[config.mk]
export PLATFORM = sky130hd
export DESIGN_NAME = countdown_timer
export DESIGN_NICKNAME = d
export VERILOG_FILES = /design/src/rtl/countdown_timer.sv
export SDC_FILE = /design/constraint.sdc
export NUM_CORES = 1
export LEC_CHECK = 0
export ABC_AREA = 1
export ABC_CLOCK_PERIOD_IN_PS = 1720
export CORE_MARGIN = 5
export CORE_UTILIZATION = 45
export DETAILED_ROUTE_END_ITERATION = 6
export HOLD_SLACK_MARGIN = 0.06
export PLACE_DENSITY = 0.83
export RECOVER_POWER = 50
export SETUP_SLACK_MARGIN = 0.15
export SKIP_CTS_REPAIR_TIMING = 1
export SYNTH_ARGS = -nofsm -noshare
export SYNTH_HDL_FRONTEND = slang
export SYNTH_SLANG_ARGS = --single-unit
[constraint.sdc]
create_clock -name CLK -period 1.72 [get_ports CLK]
set_input_delay 0.344 -clock CLK [delete_from_list [all_inputs] [get_ports CLK]]
set_output_delay 0.344 -clock CLK [all_outputs]
set_load 0.005 [all_outputs]
[src/rtl/countdown_timer.sv]
// Loadable down-counter with terminal-count pulse, one-shot or periodic
// auto-reload, and a sticky interrupt flag. Programmable delay/tick source.
module countdown_timer #(
  parameter int unsigned N = 8
) (
  input  logic         CLK,
  input  logic         RST,
  input  logic         Load_en,
  input  logic [N-1:0] Data_in,
  input  logic         Count_en,
  input  logic         Mode,
  input  logic         Irq_clr,
  output logic [N-1:0] Q,
  output logic         TC,
  output logic         Irq,
  output logic         Running,
  output logic         Done
);

  localparam int unsigned STATE_W = 2;

  localparam logic [STATE_W-1:0] ST_IDLE = 2'd0;
  localparam logic [STATE_W-1:0] ST_RUN  = 2'd1;
  localparam logic [STATE_W-1:0] ST_DONE = 2'd2;

  logic [STATE_W-1:0] state_q, state_d;
  logic [N-1:0]       q_q, q_d;
  logic [N-1:0]       reload_q, reload_d;
  logic               tc_q, tc_d;
  logic               irq_q, irq_d;

  // Next-state and datapath: load beats counting; expiry is a full-width Q == 1.
  always_comb begin
    state_d  = state_q;
    q_d      = q_q;
    reload_d = reload_q;
    tc_d     = 1'b0;

    if (Load_en) begin
      reload_d = Data_in;
      q_d      = Data_in;
      state_d  = (Data_in != '0) ? ST_RUN : ST_IDLE;
    end else begin
      case (state_q)
        ST_RUN: begin
          if (Count_en) begin
            if (q_q == N'(1)) begin
              tc_d = 1'b1;
              if (Mode) begin
                q_d = reload_q;
              end else begin
                q_d     = '0;
                state_d = ST_DONE;
              end
            end else if (q_q != '0) begin
              q_d = q_q - N'(1);
            end
          end
        end
        ST_IDLE, ST_DONE: begin
          state_d = state_q;
        end
        default: begin
          state_d = ST_IDLE;
        end
      endcase
    end

    // Setting the flag wins over a same-edge clear.
    if (tc_d) begin
      irq_d = 1'b1;
    end else if (Irq_clr) begin
      irq_d = 1'b0;
    end else begin
      irq_d = irq_q;
    end
  end

  always_ff @(posedge CLK) begin
    if (RST) begin
      state_q  <= ST_IDLE;
      q_q      <= '0;
      reload_q <= '0;
      tc_q     <= 1'b0;
      irq_q    <= 1'b0;
    end else begin
      state_q  <= state_d;
      q_q      <= q_d;
      reload_q <= reload_d;
      tc_q     <= tc_d;
      irq_q    <= irq_d;
    end
  end

  assign Q       = q_q;
  assign TC      = tc_q;
  assign Irq     = irq_q;
  assign Running = (state_q == ST_RUN);
  assign Done    = (state_q == ST_DONE);

endmodule

==> metrics.txt, run 1 <==
Levels on crit path=1; Ys Warns=0; post-route ant nets=0; Synth Cell Area=1240 um2; Max Slew Vio Count=0; # Max-Cap Violations=0; die height=62.49 um; actual slew at the worst max-slew pin=0.3910 ns; Final Hold Fails=0; Clock Path Buffers=2; Unique masters post-synth=27; Worst Hold Slack=0.4685 ns; routed via count=1,281; Post-synth top cells=nand2_1 (57), dfxtp_1 (20), inv_1 (20); critical path cell sequence=clkdlybuf4s50_1; ys flop type=dfxtp_1; Worst-Skew Late Latency=0.30 ns; die footprint=3905 um2; Clock Sinks=20; fmax=652.8 MHz; core area=2686 um2; H-Tree Depth=1; worst slack, placed=0.07278 ns; final worst path period share=89.06%; Port Buffers=25; minimum clock period=1.532 ns; Final Net Count=240; critical path's largest stage delay=0.50 ns; RSZ-0062 raised after global routing=false; Crit Path Max Fanout=5; syn_area_per_cell=6.631 um2; CTS Buf Count=3; Buf+Inv Stages, Crit Path=1; # diodes=0; DRT Wirelength=3017 um; cell with the most instances after synthesis=nand2_1; worst vdd ir=0.0005026 V; crit start category=register; Fillers=262; Final Setup Violations=0; die width=62.49 um; Iter 0 DRT Violations=58; Synth area leaders=dfxtp_1 (32%), nand2_1 (17%), a21oi_1 (7.3%); pwr/cell area=701.8 nW/um2; CTS tree=done; Sum Neg Setup Slack=0 ns; synth-to-layout area growth=32.59%; top cell family by delay on the critical path=buffers and inverters; critical path arrival=1.19 ns; CP Class=register to output port; Post-synth EDFFs=0; dpl cells=243; Yosys top cell by area=dfxtp_1; hold path depth=2; Seq/Total Area, Yosys=32.29%; drt first pass iters=4; I/O pins=26; Critical Path Sink Type=output port; Worst-path clk slew=0.11 ns; first-pass GRT wire length=5002 um; status=finished, final reports clean; drt wl/cell=11.92 um; final total power=1.154 mW; initial antenna violation count=0; gp weighted congestion=0.8582; effective utilization at floorplan=46.16%; CP max-delay cell=clkdlybuf4s50_1; LEAKAGE=0.8068 nW; post-synthesis register bit count=20; CP required=1.38 ns; Residual DRC=0; syn_nets=204; Hold Path Class=register to register; final std cells w/o fill=253; Worst Setup Slack, final=0.1881 ns; detailed-route vias per instance=5.063; row count=19; Rel. slew slack=73.93%; FF-to-FF path depth=11; total grt overflow=0; HPWL after detailed placement=2309 um; gr usage total=15.26%; maximum number of pins on one net before global-route repair=14; Post-Synthesis Cells=187; Post-synth ARST share=0%; Clock Skew=0.003383 ns; CTS root buf=clkbuf_4; share of cells above drive strength 1=19.82%; vias in the first global route=1,137; top-area cell type share of the netlist area=32.29%
[final cells by class]
| class | count | area, um2 | area share, % |
|---|---|---|---|
| inverters | 25 | 96.34 | 5.860 |
| well taps | 31 | 38.79 | 2.359 |
| multi-input cells | 137 | 715.7 | 43.53 |
| clock buffers | 4 | 36.28 | 2.207 |
| flip-flops and latches | 20 | 417.9 | 25.42 |
| repair buffers | 36 | 339.1 | 20.62 |
[stage by stage]
stage	area, um2	util, %
2_1_floorplan	1240	-
3_3_place_gp	1531	57.01
3_5_place_dp	1531	57.01
4_1_cts	1568	58.36
5_1_grt	1644	61.20
6_report	1644	61.20
[path summary, 6_finish.rpt]
kind	from	endpoint	slack [ns]
min	reload_q[2]$_SDFFE_PP0P_	reload_q[2]$_SDFFE_PP0P_	0.47
max reg2reg	Q[1]$_SDFFE_PP0P_	Q[7]$_SDFFE_PP0P_	0.24
max	Q[5]$_SDFFE_PP0P_	Q[5]	0.19
min reg2reg	reload_q[2]$_SDFFE_PP0P_	reload_q[2]$_SDFFE_PP0P_	0.47
[layer usage]
layer	GRT usage (%)	share of wire, %	up-vias
met5	0	0	-
met4	6.366	1.6	0
met3	1.079	5.4	4
met2	24.22	46	39
met1	21.18	47	576
li1	-	-	662
[cell usage in the layout (no fill, tap or decap), types with 4 or more instances in the layout]
master,count
a21oi_1,17
buf_4,10
clkdlybuf4s50_1,19
dfxtp_1,14
dfxtp_4,4
dlymetal6s2s_1,4
inv_1,18
inv_2,5
nand2_1,57
nand3_1,17
nor2_1,12
nor2_2,4
o21ai_0,5
[kinds of logic after synthesis]
group	count (synthesis)	share of synthesized area, %
compound gates	26	11.20
xor+xnor	1	0.7065
simple gates	107	42.18
fa+ha+maj	3	3.028
buf+inv	30	10.59
flops	20	32.29
[power breakdown]
group	switching [mW]	leakage, nW	internal (mW)	total (mW)
combinational	0.195	0.618	0.164	0.358
sequential	0.0272	0.168	0.492	0.519
clock	0.147	0.0210	0.129	0.276
[state kept, by name, summed over array words and instances, names as in the netlist]
register,cells
state_q,2
Irq,1
Q,8
reload_q,8
TC,1
Power figures use the tool's default switching activity.
==> run 2, diff against run 1 <==
--- a/config.mk
+++ b/config.mk
@@ -6,7 +6,7 @@
 export NUM_CORES = 1
 export LEC_CHECK = 0
 export ABC_AREA = 1
-export ABC_CLOCK_PERIOD_IN_PS = 1720
+export ABC_CLOCK_PERIOD_IN_PS = 1800
 export CORE_MARGIN = 5
 export CORE_UTILIZATION = 45
 export DETAILED_ROUTE_END_ITERATION = 6
==> constraint.sdc (replaced) <==
create_clock -name CLK -period 1.8 [get_ports CLK]
set_input_delay 0.36 -clock CLK [delete_from_list [all_inputs] [get_ports CLK]]
set_output_delay 0.36 -clock CLK [all_outputs]
set_load 0.005 [all_outputs]
==> metrics.txt, run 2 (synthesized netlist as in run 1, its figures left out) <==
status=finished, final reports clean; row count=19; Final Net Count=233; Final Hold Fails=0; Rel. slew slack=76.24%; CP required=1.44 ns; actual slew at the worst max-slew pin=0.3564 ns; gr usage total=14.72%; die width=62.49 um; hold path depth=2; Sum Neg Setup Slack=0 ns; Hold Path Class=register to register; die footprint=3905 um2; Clock Sinks=20; H-Tree Depth=1; CP startpoint=state_q[1]$_SDFFE_PP0P_; FF-to-FF path depth=7; synth-to-layout area growth=24.82%; Clock Path Buffers=2; final worst path period share=94.34%; gp weighted congestion=0.8075; Worst-path clk slew=0.10 ns; CTS Buf Count=3; maximum number of pins on one net before global-route repair=14; Worst Setup Slack, final=0.1019 ns; minimum clock period=1.698 ns; post-route ant nets=0; total grt overflow=0; Net Sw Power=331.6 uW; die height=62.49 um; RSZ-0062 raised after global routing=true; # diodes=0; Reg power frac=49.4%; LEAKAGE=0.7163 nW; Crit Path Max Fanout=4; routed via count=1,250; HPWL after detailed placement=2293 um; effective utilization at floorplan=46.16%; worst vdd ir=0.0004531 V; CTS root buf=clkbuf_4; core area=2686 um2; Max Slew Vio Count=0; Fillers=252; first-pass GRT wire length=5030 um; FF-to-FF End=state_q[1]$_SDFFE_PP0P_; I/O pins=26; leading cell type in the layout, fill and taps excluded=nand2_1; CTS tree=done; critical path arrival=1.34 ns; Final Setup Violations=0; worst slack, placed=0.1540 ns; drt wl/cell=11.76 um; dpl cells=242; # Max-Cap Violations=0; initial antenna violation count=0; crit start category=register; Worst-Skew Late Latency=0.29 ns; DRT Wirelength=2882 um; vias in the first global route=1,176; Iter 0 DRT Violations=61; Port Buffers=25; power share of the clock group=19.8%; min-delay src=reload_q[3]$_SDFFE_PP0P_; CP Class=register to output port; detailed-route vias per instance=5.102; pwr/cell area=661.0 nW/um2; Critical Path Sink Type=output port; share of cells above drive strength 1=16.36%; combinational fraction of design power=30.8%; drt first pass iters=4; most frequent cells in the layout=nand2_1 (56), clkdlybuf4s50_1 (21), inv_1 (19), nand3_1 (17), a21oi_1 (17); final std cells w/o fill=245; Pint=691.4 uW; worst flop-to-flop path startpoint=Q[1]$_SDFFE_PP0P_; Clock Skew=0.004049 ns; switch share=32.42%; Residual DRC=0; WHS Endpoint=reload_q[3]$_SDFFE_PP0P_; fmax=588.9 MHz; reg2reg setup slack=0.27 ns
## run 2: changes by cell type in the layout (fill, tap and decap cells not counted), moves of 2 or more
cell,change
buf_4,-8
clkdlybuf4s50_1,+2
dfxtp_2,+4
dfxtp_4,-3
dlygate4sd3_1,+2
dlymetal6s2s_1,-4
## run 2: per-stage QoR
step	utilization (%)	instance area (um2)	power, mW	hold WS (ns)
final	57.62	1548	1.023	0.4699
after global routing	57.62	1548	1.083	0.4831
after CTS	57.57	1546	1.028	0.4678
after detailed placement	56.73	1524	0.8256	0.4509
after global placement	56.73	1524	0.8191	0.4480
after floorplan	-	1240	0.7120	0.4291
## run 2: power groups by stage
stage / clock network [mW] / registers (mW) / logic [mW]
6_report: 0.202 / 0.505 / 0.315
5_1_grt: 0.219 / 0.508 / 0.356
4_1_cts: 0.211 / 0.501 / 0.316
3_5_place_dp: 0 / 0.511 / 0.315
3_3_place_gp: 0 / 0.510 / 0.310
2_1_floorplan: 0 / 0.505 / 0.207
## run 2: critical path, stage by stage, from the launching register on
cell and delay (ns):
dfxtp_1 0.31, inv_1 0.07, nand2_2 0.08, inv_1 0.09, clkdlybuf4s50_1 0.50
## run 2: how the worst max path moves through the flow
stage / to / depth (start not counted)
2_1_floorplan: Q[2]$_SDFFE_PP0P_ / 10
3_3_place_gp: Q[6]$_SDFFE_PP0P_ / 8
3_5_place_dp: Q[2]$_SDFFE_PP0P_ / 8
4_1_cts: Running / 4
5_1_grt: Running / 4
6_report: Running / 4
## run 2: routing by layer
metal	wire, um	part of all wire (%)	vias to the layer above	global-route usage [%]
met3	148	5.1	4	1.259
li1	-	-	649	-
met2	1296	45	40	24.35
met4	15	0.52	0	3.448
met5	0	0	-	0
met1	1422	49	557	20.59
## run 2: cell type report
type                            count  area (um2)  area share (%)
Multi-Input combinational cell    137       705.7           45.59
Sequential cell                    20       411.6           26.60
Timing Repair Buffer               29       272.8           17.62
Inverter                           25       96.34           6.225
Tap cell                           31       38.79           2.506
Clock buffer                        3       22.52           1.455
==> run 3, diff against run 2 <==
--- a/config.mk
+++ b/config.mk
@@ -8,10 +8,10 @@
 export ABC_AREA = 1
 export ABC_CLOCK_PERIOD_IN_PS = 1800
 export CORE_MARGIN = 5
-export CORE_UTILIZATION = 45
+export CORE_UTILIZATION = 40
 export DETAILED_ROUTE_END_ITERATION = 6
 export HOLD_SLACK_MARGIN = 0.06
-export PLACE_DENSITY = 0.83
+export PLACE_DENSITY = 0.76
 export RECOVER_POWER = 50
 export SETUP_SLACK_MARGIN = 0.15
 export SKIP_CTS_REPAIR_TIMING = 1
==> metrics.txt, run 3 (synthesized netlist as in run 1, its figures left out) <==
status=finished, final reports clean; # diodes=0; die footprint=4313 um2; effective utilization at floorplan=41.29%; post-route ant nets=0; Critical Path Sink Type=output port; Worst Setup Slack, final=0.1205 ns; worst vdd ir=0.0004181 V; most frequent cells in the layout=nand2_1 (56), clkdlybuf4s50_1 (21), inv_1 (20), a21oi_1 (18), nand3_1 (17); Worst-path clk slew=0.11 ns; synth-to-layout area growth=26.84%; Fillers=304; CP startpoint=state_q[1]$_SDFFE_PP0P_; H-Tree Depth=1; top cell family by delay on the critical path=buffers and inverters; Buf+Inv Stages, Crit Path=3; Max Slew Vio Count=0; leading cell type in the layout, fill and taps excluded=nand2_1; drt wl/cell=12.16 um; Hold Path Class=register to register; CP required=1.44 ns; minimum clock period=1.679 ns; Rel. slew slack=68.13%; Final Hold Fails=0; DRT Wirelength=3029 um; Worst Hold Slack=0.4682 ns; Pint=738.2 uW; routed via count=1,221; Clock Skew=0.002959 ns; CP max-delay cell=clkdlybuf4s50_1; first-pass GRT wire length=5106 um; switch share=31.60%; Final Setup Violations=0; share of cells above drive strength 1=15.74%; fmax=595.4 MHz; Reg power frac=46.9%; critical path's largest stage delay=0.50 ns; cell mode on critical path=inv_1; pwr/cell area=686.3 nW/um2; crit start category=register; CP Class=register to output port; CTS tree=done; Worst-Skew Late Latency=0.29 ns; Crit Path Max Fanout=4; critical path cell sequence=inv_1 -> nand2_2 -> inv_1 -> clkdlybuf4s50_1; Final Net Count=234; # Max-Cap Violations=0; Residual DRC=0; RSZ-0062 raised after global routing=true; critical path arrival=1.32 ns; gr usage total=14.93%; core area=3003 um2; gp weighted congestion=0.8501; detailed-route vias per instance=4.904; final worst path period share=93.31%; HPWL after detailed placement=2451 um; row count=20; actual slew at the worst max-slew pin=0.4780 ns; worst slack, placed=0.1575 ns; Clock Sinks=20; vias in the first global route=1,191; combinational fraction of design power=29.5%; CTS root buf=clkbuf_4; LEAKAGE=0.7320 nW; min-delay src=reload_q[0]$_SDFFE_PP0P_; I/O pins=26; power share of the clock group=23.6%; Clock Path Buffers=2; total grt overflow=0; Port Buffers=25; CTS Buf Count=3; die height=65.68 um; worst flop-to-flop path startpoint=Q[1]$_SDFFE_PP0P_; drt first pass iters=4; initial antenna violation count=0; maximum number of pins on one net before global-route repair=14; Net Sw Power=341.1 uW; Sum Neg Setup Slack=0 ns; Iter 0 DRT Violations=61; die width=65.68 um
-- run 3: power groups by stage --
stage | Sequential (mW) | Clock [mW] | Combinational [mW]
2_1_floorplan | 0.505 | 0 | 0.207
4_1_cts | 0.502 | 0.257 | 0.320
3_3_place_gp | 0.510 | 0 | 0.313
6_report | 0.506 | 0.255 | 0.318
3_5_place_dp | 0.511 | 0 | 0.318
5_1_grt | 0.510 | 0.276 | 0.357
-- run 3: worst reg2reg max path: stages (launching register included) --
cell and delay, ns:
dfxtp_1 0.42, inv_1 0.10, ha_1 0.23, inv_1 0.06
nand2_1 0.04, nor2_1 0.14, nand2_2 0.08, nand2_4 0.09
nand2_4 0.07, o21ai_0 0.17, a21oi_1 0.06
-- run 3: worst paths after layout --
kind,to,slack (ns),cells past startpoint
worst max-delay path,Running,0.12,4
worst min-delay path,reload_q[0]$_SDFFE_PP0P_,0.47,2
worst max register to register,Q[5]$_SDFFE_PP0P_,0.22,10
worst min register to register,reload_q[0]$_SDFFE_PP0P_,0.47,2
-- run 3: metal layers --
layer	up-vias	share of wire, %	track usage [%]
met2	30	48	25.28
met4	0	1.9	6.995
li1	652	-	-
met1	534	46	19.10
met3	5	4.2	1.026
met5	-	0	0
-- run 3: area by class of cell --
class	instances	area, um2	area share, %
multi-input combinational	137	704.4	44.79
sequential	20	410.4	26.09
timing repair buffer	30	284.0	18.06
tap	33	41.29	2.625
inverter	25	96.34	6.126
clock buffer	4	36.28	2.307
-- run 3: through the flow --
stage / power (mW) / cell area (um2) / cells / utilization (%)
6_report: 1.079 / 1573 / 249 / 52.38
5_1_grt: 1.143 / 1573 / 249 / 52.38
4_1_cts: 1.079 / 1570 / 249 / 52.29
3_5_place_dp: 0.8298 / 1534 / 245 / 51.08
3_3_place_gp: 0.8233 / 1534 / 245 / 51.08
2_1_floorplan: 0.7120 / 1240 / 187 / -
